==> config.mk <==
export PLATFORM = sky130hd
export DESIGN_NAME = mem_ctrl
export DESIGN_NICKNAME = d
export VERILOG_FILES = /design/src/rtl/mem_ctrl.sv
export SDC_FILE = /design/constraint.sdc
export NUM_CORES = 1
export LEC_CHECK = 0
export CORE_MARGIN = 4
export CORE_UTILIZATION = 57
export CTS_BUF_LIST = sky130_fd_sc_hd__clkbuf_8
export DETAILED_ROUTE_END_ITERATION = 7
export PLACE_DENSITY_LB_ADDON = 0.12
export REMOVE_ABC_BUFFERS = 1
export SLEW_MARGIN = 30
export SYNTH_ARGS = -nofsm -noshare
export SYNTH_HDL_FRONTEND = slang
export SYNTH_SLANG_ARGS = --single-unit
==> constraint.sdc <==
create_clock -name clk_in -period 5.1 [get_ports clk_in]
set_input_delay 0.765 -clock clk_in [delete_from_list [all_inputs] [get_ports clk_in]]
set_output_delay 0.765 -clock clk_in [all_outputs]
set_load 0.01 [all_outputs]
==> src/rtl/mem_ctrl.sv <==
// Byte-serial memory controller arbitrating instruction fetch and load/store ports.
// Optional MEM_CTRL_ROUND_ROBIN_EN: alternate tie grants; default is fixed data priority.
module mem_ctrl (
    input  logic        clk_in,
    input  logic        rst_in,
    input  logic        rdy_in,
    input  logic        rob_clear,
    input  logic        inst_valid,
    input  logic [31:0] inst_addr,
    output logic        inst_ready,
    output logic [31:0] inst_res,
    input  logic        data_valid,
    input  logic        data_wr,
    input  logic [2:0]  data_size,
    input  logic [31:0] data_addr,
    input  logic [31:0] data_value,
    output logic        data_ready,
    output logic [31:0] data_res,
    input  logic [7:0]  mem_din,
    output logic [7:0]  mem_dout,
    output logic [31:0] mem_a,
    output logic        mem_wr,
    input  logic        io_buffer_full
);

    typedef enum logic [2:0] {
        S_IDLE,
        S_INST_RD,
        S_DATA_RD,
        S_DATA_WR,
        S_IO_GAP
    } state_t;

    state_t      r_state;
    state_t      w_next;

    logic [31:0] r_addr;
    logic [31:0] r_val;
    logic [31:0] r_buf;
    logic [31:0] r_a;
    logic [7:0]  r_dout;
    logic        r_wr;
    logic        r_iready;
    logic        r_dready;
    logic [31:0] r_ires;
    logic [31:0] r_dres;
    logic [2:0]  r_n;
    logic [2:0]  r_cnt;
    logic [2:0]  r_cap;
    logic        r_wait;
    logic        r_sext;
    logic        r_io;

    logic        w_grant;
    logic        w_pick_data;
    logic        w_new_io;
    logic        w_new_go;
    logic        w_rd_last;
    logic        w_wr_last;
    logic        w_wr_stall;
    logic [31:0] w_word;
    logic [31:0] w_ext;
    logic [31:0] w_issue_a;
    logic [7:0]  w_issue_d;
    logic [2:0]  w_new_n;

    function automatic logic [2:0] f_nbytes(input logic [1:0] sz);
        case (sz)
            2'd0:    return 3'd1;
            2'd1:    return 3'd2;
            default: return 3'd4;
        endcase
    endfunction

    assign w_grant = (r_state == S_IDLE)
                   && (inst_valid || data_valid)
                   && !rob_clear;

`ifdef MEM_CTRL_ROUND_ROBIN_EN
    logic r_prio_inst;

    assign w_pick_data = data_valid
                       && !(inst_valid && r_prio_inst);

    // Favour the port that did not finish the last transaction.
    always_ff @(posedge clk_in) begin
        if (!rst_in) begin
            r_prio_inst <= 1'b0;
        end else if (rdy_in) begin
            if ((r_state == S_INST_RD || r_state == S_DATA_RD)
                && !rob_clear && w_rd_last)
                r_prio_inst <= (r_state == S_DATA_RD);
            else if (r_state == S_DATA_WR && w_wr_last)
                r_prio_inst <= 1'b1;
        end
    end
`else
    assign w_pick_data = data_valid;
`endif

    assign w_new_io   = (data_addr[17:16] == 2'b11);
    assign w_new_go   = !(w_new_io && io_buffer_full);
    assign w_new_n    = w_pick_data ? f_nbytes(data_size[1:0])
                                    : 3'd4;
    assign w_rd_last  = !r_wait && (r_cap == r_n - 3'd1);
    assign w_wr_last  = (r_cnt == r_n);
    assign w_wr_stall = r_io && io_buffer_full;
    assign w_issue_a  = r_addr + {29'd0, r_cnt};
    assign w_issue_d  = r_val[{r_cnt[1:0], 3'b000} +: 8];

    always_comb begin
        w_word = r_buf;
        w_word[{r_cap[1:0], 3'b000} +: 8] = mem_din;
    end

    always_comb begin
        w_ext = w_word;
        unique case (1'b1)
            (r_n == 3'd1):
                w_ext = {{24{r_sext & w_word[7]}}, w_word[7:0]};
            (r_n == 3'd2):
                w_ext = {{16{r_sext & w_word[15]}}, w_word[15:0]};
            default: w_ext = w_word;
        endcase
    end

    always_comb begin
        w_next = r_state;
        case (r_state)
            S_IDLE: begin
                if (w_grant) begin
                    if (!w_pick_data)  w_next = S_INST_RD;
                    else if (data_wr)  w_next = S_DATA_WR;
                    else               w_next = S_DATA_RD;
                end
            end
            S_INST_RD, S_DATA_RD: begin
                if (rob_clear || w_rd_last) w_next = S_IDLE;
            end
            S_DATA_WR: begin
                if (w_wr_last) w_next = r_io ? S_IO_GAP : S_IDLE;
            end
            S_IO_GAP: w_next = S_IDLE;
            default:  w_next = S_IDLE;
        endcase
    end

    always_ff @(posedge clk_in) begin
        if (!rst_in)
            r_state <= S_IDLE;
        else if (rdy_in)
            r_state <= w_next;
    end

    always_ff @(posedge clk_in) begin
        if (!rst_in) begin
            r_addr   <= '0;
            r_val    <= '0;
            r_buf    <= '0;
            r_a      <= '0;
            r_dout   <= '0;
            r_wr     <= 1'b0;
            r_iready <= 1'b0;
            r_dready <= 1'b0;
            r_ires   <= '0;
            r_dres   <= '0;
            r_n      <= '0;
            r_cnt    <= '0;
            r_cap    <= '0;
            r_wait   <= 1'b0;
            r_sext   <= 1'b0;
            r_io     <= 1'b0;
        end else if (rdy_in) begin
            r_iready <= 1'b0;
            r_dready <= 1'b0;
            case (r_state)
                S_IDLE: begin
                    if (w_grant) begin
                        r_addr <= w_pick_data ? data_addr : inst_addr;
                        r_val  <= data_value;
                        r_n    <= w_new_n;
                        r_sext <= data_size[2];
                        r_io   <= w_pick_data && data_wr && w_new_io;
                        r_buf  <= '0;
                        r_cap  <= '0;
                        r_wait <= 1'b1;
                        if (w_pick_data && data_wr) begin
                            if (w_new_go) begin
                                r_a    <= data_addr;
                                r_dout <= data_value[7:0];
                                r_wr   <= 1'b1;
                                r_cnt  <= 3'd1;
                            end else begin
                                r_cnt  <= 3'd0;
                            end
                        end else begin
                            r_a   <= w_pick_data ? data_addr : inst_addr;
                            r_cnt <= 3'd1;
                        end
                    end
                end
                S_INST_RD, S_DATA_RD: begin
                    if (rob_clear) begin
                        r_a <= '0;
                    end else begin
                        if (r_cnt != r_n) begin
                            r_a   <= w_issue_a;
                            r_cnt <= r_cnt + 3'd1;
                        end else begin
                            r_a <= '0;
                        end
                        // mem_din trails mem_a by two edges.
                        if (r_wait) begin
                            r_wait <= 1'b0;
                        end else begin
                            r_buf <= w_word;
                            r_cap <= r_cap + 3'd1;
                            if (w_rd_last) begin
                                if (r_state == S_INST_RD) begin
                                    r_iready <= 1'b1;
                                    r_ires   <= w_word;
                                end else begin
                                    r_dready <= 1'b1;
                                    r_dres   <= w_ext;
                                end
                            end
                        end
                    end
                end
                S_DATA_WR: begin
                    if (w_wr_last) begin
                        r_wr     <= 1'b0;
                        r_a      <= '0;
                        r_dout   <= '0;
                        r_dready <= 1'b1;
                    end else if (w_wr_stall) begin
                        r_wr <= 1'b0;
                    end else begin
                        r_a    <= w_issue_a;
                        r_dout <= w_issue_d;
                        r_wr   <= 1'b1;
                        r_cnt  <= r_cnt + 3'd1;
                    end
                end
                default: ;
            endcase
        end
    end

    assign inst_ready = r_iready;
    assign inst_res   = r_ires;
    assign data_ready = r_dready;
    assign data_res   = r_dres;
    assign mem_a      = r_a;
    assign mem_dout   = r_dout;
    assign mem_wr     = r_wr & rdy_in;

endmodule

* Yosys cells after proc, flatten, opt, wreduce, memory -nomap -nowiden
Index checks and enable logic that the tools add are counted.
** Cells by class
- Add/sub/neg operators :: 5
- Equal/unequal tests :: 22
- Multiplexer cells :: 62
- Reductions and logical operators :: 27
- Bitwise operators :: 6
- Shift-type cells :: 3
** Operators with widths (number)
- $mux 32 :: 11
- $pmux 32 s2 :: 2
- $pmux 32 s3 :: 1
- $mux 3 :: 14
- $mux 8 :: 5
- $add 32x3->32 :: 1
- $bwmux 32 :: 1
- $shift 8x7->32 const A :: 1
- $shiftx 32x6->8 :: 1
- $shiftx 8x7->32 :: 1
- $mux 1 :: 19
- $ne 2x2->1 const B :: 9
- $pmux 3 s3 :: 2
- $reduce_and 6->1 :: 3
- $pmux 8 s2 :: 1
- $reduce_and 5->1 :: 3
- $pmux 3 s2 :: 2
- $eq 3x2->1 const B :: 3
- $reduce_and 4->1 :: 2
- $logic_and 1x1->1 :: 7
- $neg 5->7 :: 1
- $reduce_and 7->1 :: 1
- $add 3x1->3 const B :: 2
- $eq 3x1->1 const B :: 2
- other kinds (19) :: 30
** Word-level totals
- Logic and storage cells :: 142
- Output and inout bits :: 107
- Bits in registers :: 218
- Input bits :: 115

* Longest topological paths before layout
- Depth after elaboration :: 7
- Depth in mapped cells :: 10
- Depth with buffers taken out :: 8

* Least setup slack after synthesis
OpenSTA, ideal clock, no wires.
- Path kind :: reg2reg
- Start point :: reg r_cnt[1]
- End point :: reg r_a[28] (netlist: mem_a[28])
- Stages on the path, launching flop included :: 10
- Path buffers :: 2
- Arrival :: 2.408 ns
- Clock period less this slack :: 2.466 ns
- Setup slack :: 2.634 ns
- Library setup time :: 0.058 ns
- Data required time :: 5.042 ns
- Cells stage by stage :: dfxtp_1 -> clkbuf_1 -> inv_1 -> fa_1 -> nor2b_1 -> buf_2 -> o2111ai_1 -> or4_1 -> a21oi_1 -> o221a_2
** On the way
- Word-level cells in the longest chain between the ends :: 4
- Elaborated cells between the ends (all ways) :: 10
- Those cells by class :: add/sub (1); eq/ne (3); mux (5); reduce/logical (1)
** RTL lines
- from (decl) :: RTL line 48 : logic [2:0] r_cnt;
- from (signal assigned) :: RTL line 208 : r_cnt <= r_cnt + 3'd1;
- from (signal assigned) :: RTL line 242 : r_cnt <= r_cnt + 3'd1;
- $add 32x3->32 or $ne 3x3->1 (tied branches) :: RTL line 108, 206
- $mux 32, on equally long branches :: RTL line 236, 206
- $mux 32, on equally long branches :: RTL line 231, 203
- $pmux 32 s3 :: RTL line 176 : case (r_state)
- to (signal assigned) :: RTL line 189 : r_a <= data_addr;
- to (signal assigned) :: RTL line 197 : r_a <= w_pick_data ? data_addr : inst_addr;
- to (signal assigned) :: RTL line 239 : r_a <= w_issue_a;
- to (decl) :: RTL line 40 : logic [31:0] r_a;
Parallel ways exist; a longest one is shown, timed or not. The select of a mux whose other input is x is not followed.
A chain may end at the register's enable or synchronous reset.

* Worst setup path in the final report
Ends and elaborated chain as after synthesis.

==> run_results.csv <==
group,metric,value,unit
timing,fin_hold_ws,0.4580,ns
grt,grt_first_pass_wirelength,44770,um
grt,gr-total-overflow,0,
worst_setup_path,worst-path-max-fanout,13,
timing,setup_viol,0,
die,die_area,20410,um2
die,coreArea,17900,um2
routing,dr_total_vias,9524,
clocking,clock_sinks,218,
grt,grt_usage,26.62,%
layout,fin_util,74.43,%
worst_setup_path,cp-end-kind,"flip-flop",
layout,final_cell_mix,"219 x clkdlybuf4s50_1, 218 x dfxtp_1, 147 x a21oi_1",
worst_setup_path,r2r_cells,7,
layout,n_antenna_cell,0,
timing,slew_violations,0,
flow_run,maxCapViolCount,0,
yosys,synth_top_cell_area_share,42.11,%
grt,grt_start_max_net_pins,93,
worst_setup_path,cp.required,5.58,ns
routing,drt_iter0_markers,548,
timing,rsz0062_at_grt,"no",
routing,drc,0,
yosys,synth.area.top_cells,"dfxtp_1 42%, a211oi_1 8.2%, a21oi_1 7.1%, nand2_1 4.7%, nor2_1 4.7%",
die,initial_core_util,57.90,%
clocking,postCtsHoldBufs,0,
clocking,clockRootBuffer,"clkbuf_8",
yosys,synth_area,10360,um2
worst_setup_path,path_class,"reg2reg",
die,die_x,142.9,um
routing,wire_per_inst,16.63,um
timing,fin_setup_tns,0,ns
routing,wl,27620,um
timing,worstMarginPinSlew,0.9316,ns
grt,grt_pass1_vias,9079,
worst_hold_path,holdCritPathClass,"reg2reg",
place,gp_congestion,0.8690,
timing,fin_crit,3.124,ns
yosys,yosys_register_bits,218,
yosys,synth_cell_types,62,
grt,use_met3,6.530,%
yosys,synth-edff-count,0,
yosys,avgSynthCellArea,8.413,um2
clocking,cts_made_buffers,38,
routing,ant_nets,0,
worst_hold_path,holdPathStages,2,
grt,grtUsageMet2,45.82,%
grt,antenna_found_initial,2,
clocking,clock_path_buffers,3,
power,vdd_drop_max,232.7,uV
die,fp.dieH,142.9,um
layout,drive_gt1_share,8.101,%
timing,fmax,320.1,MHz
yosys,ys.flop_type,"dfxtp_1",
place,pre_cts_slack,1.360,ns
run_status,run_status,"finished, final reports clean",
layout,layout_commonest_cell,"clkdlybuf4s50_1",
yosys,ys_seq_area_share,42.11,%
routing,drt_first_pass_iters,5,
die,rows,49,
layout,syn2layout_area_growth,28.55,%
place,dp_hpwl,18300,um
power,p_per_area,310.2,nW/um2
clocking,postCtsSetupRepairBufs,0,
clocking,path_clk_slew,0.06,ns
yosys,ys.warnings.count,0,
yosys,async_flop_share,0,%
timing,period_share,61.25,%
worst_setup_path,arrival,3.60,ns
layout,fillers,1425,
timing,slew_headroom,37.89,%
yosys,syn_inst,1232,
routing,vias_per_cell,5.734,
place,io_buffers,221,
clocking,htree_levels,2,
clocking,clock_latency,0.53,ns
power,total_power,0.004133,W
layout,nets,1532,
worst_setup_path,start_kind,"flip-flop",
power,p_leak,4.883,nW
die,ios,222,
clocking,cts_resized,0,
yosys,synth_top_area_cell,"dfxtp_1",
timing,finalHoldViolations,0,
grt,top_usage_layer,"met2",
timing,clock_skew,0.01745,ns
timing,fin_ws,1.976,ns
grt,use_met1,32.71,%
clocking,cts_tree,"done",
==> final cells by class <==
cell class,instances,area (um2),area share [%]
clock inverters,14,56.30,0.4226
clock buffers,55,757.0,5.681
inverters,41,156.4,1.174
well taps,229,286.5,2.150
repair buffers,236,2327,17.47
multi-input cells,868,5376,40.35
flip-flops and latches,218,4364,32.75
==> state kept, by name, summed over array words and instances, names as in the netlist, 8 cells and up <==
name	count
r_addr	32
r_buf	32
data_res	32
mem_a	32
inst_res	32
r_val	32
mem_dout	8
==> per-layer routing <==
layer | part of all wire (%) | vias up
met2 | 49 | 323
li1 | - | 4738
met4 | 2.5 | 4
met3 | 7.7 | 55
met5 | 0.091 | -
met1 | 41 | 4404
==> stage by stage <==
step	cells	cell area [um2]
finish	1661	13320
global placement	1591	12470
detailed placement	1591	12480
floorplan	1127	9854
global route	1661	13320
CTS	1660	13300
==> Yosys cell counts (13+ instances only) <==
master    number
ha_1          13
buf_2         47
inv_1         40
clkbuf_1      45
mux2_2        13
and2_1        13
a211oi_1     113
nor3_1        13
a21oi_1      147
o21ai_0       58
nand2_1      131
a31oi_1       18
nor2b_1       34
nor2_1       131
mux2i_1       27
dfxtp_1      218
==> power breakdown <==
group	total, W	internal, W	switching [W]
logic	0.000626	0.000290	0.000336
clock network	0.00166	0.000949	0.000707
registers	0.00185	0.00179	0.0000624
==> logic make-up after synthesis <==
group / after synthesis / synth area share [%]
adder cells (fa/ha/maj): 14 / 1.762
flip-flops: 218 / 42.11
AO/OA/AOI/OAI: 390 / 23.68
multiplexers: 48 / 5.758
buffers and inverters: 146 / 6.410
AND/OR/NAND/NOR: 393 / 18.20
XOR/XNOR: 23 / 2.076
==> worst paths after layout <==
path	to	startpoint	slack [ns]
worst max-delay path	mem_a[28]	r_cnt[1]	1.98
worst min-delay path	r_val[0]	r_val[0]	0.46
worst max register to register	mem_a[28]	r_cnt[1]	1.98
worst min register to register	r_val[0]	r_val[0]	0.46
==> critical path, stage by stage (launching register included) <==
cell	delay, ns
dfxtp_1	0.75
inv_1	0.14
fa_1	0.45
nor2b_1	0.52
o2111ai_1	0.37
or4_1	0.49
a21oi_1	0.16
o221a_2	0.19
No activity file was read; power rests on OpenSTA's default activity.
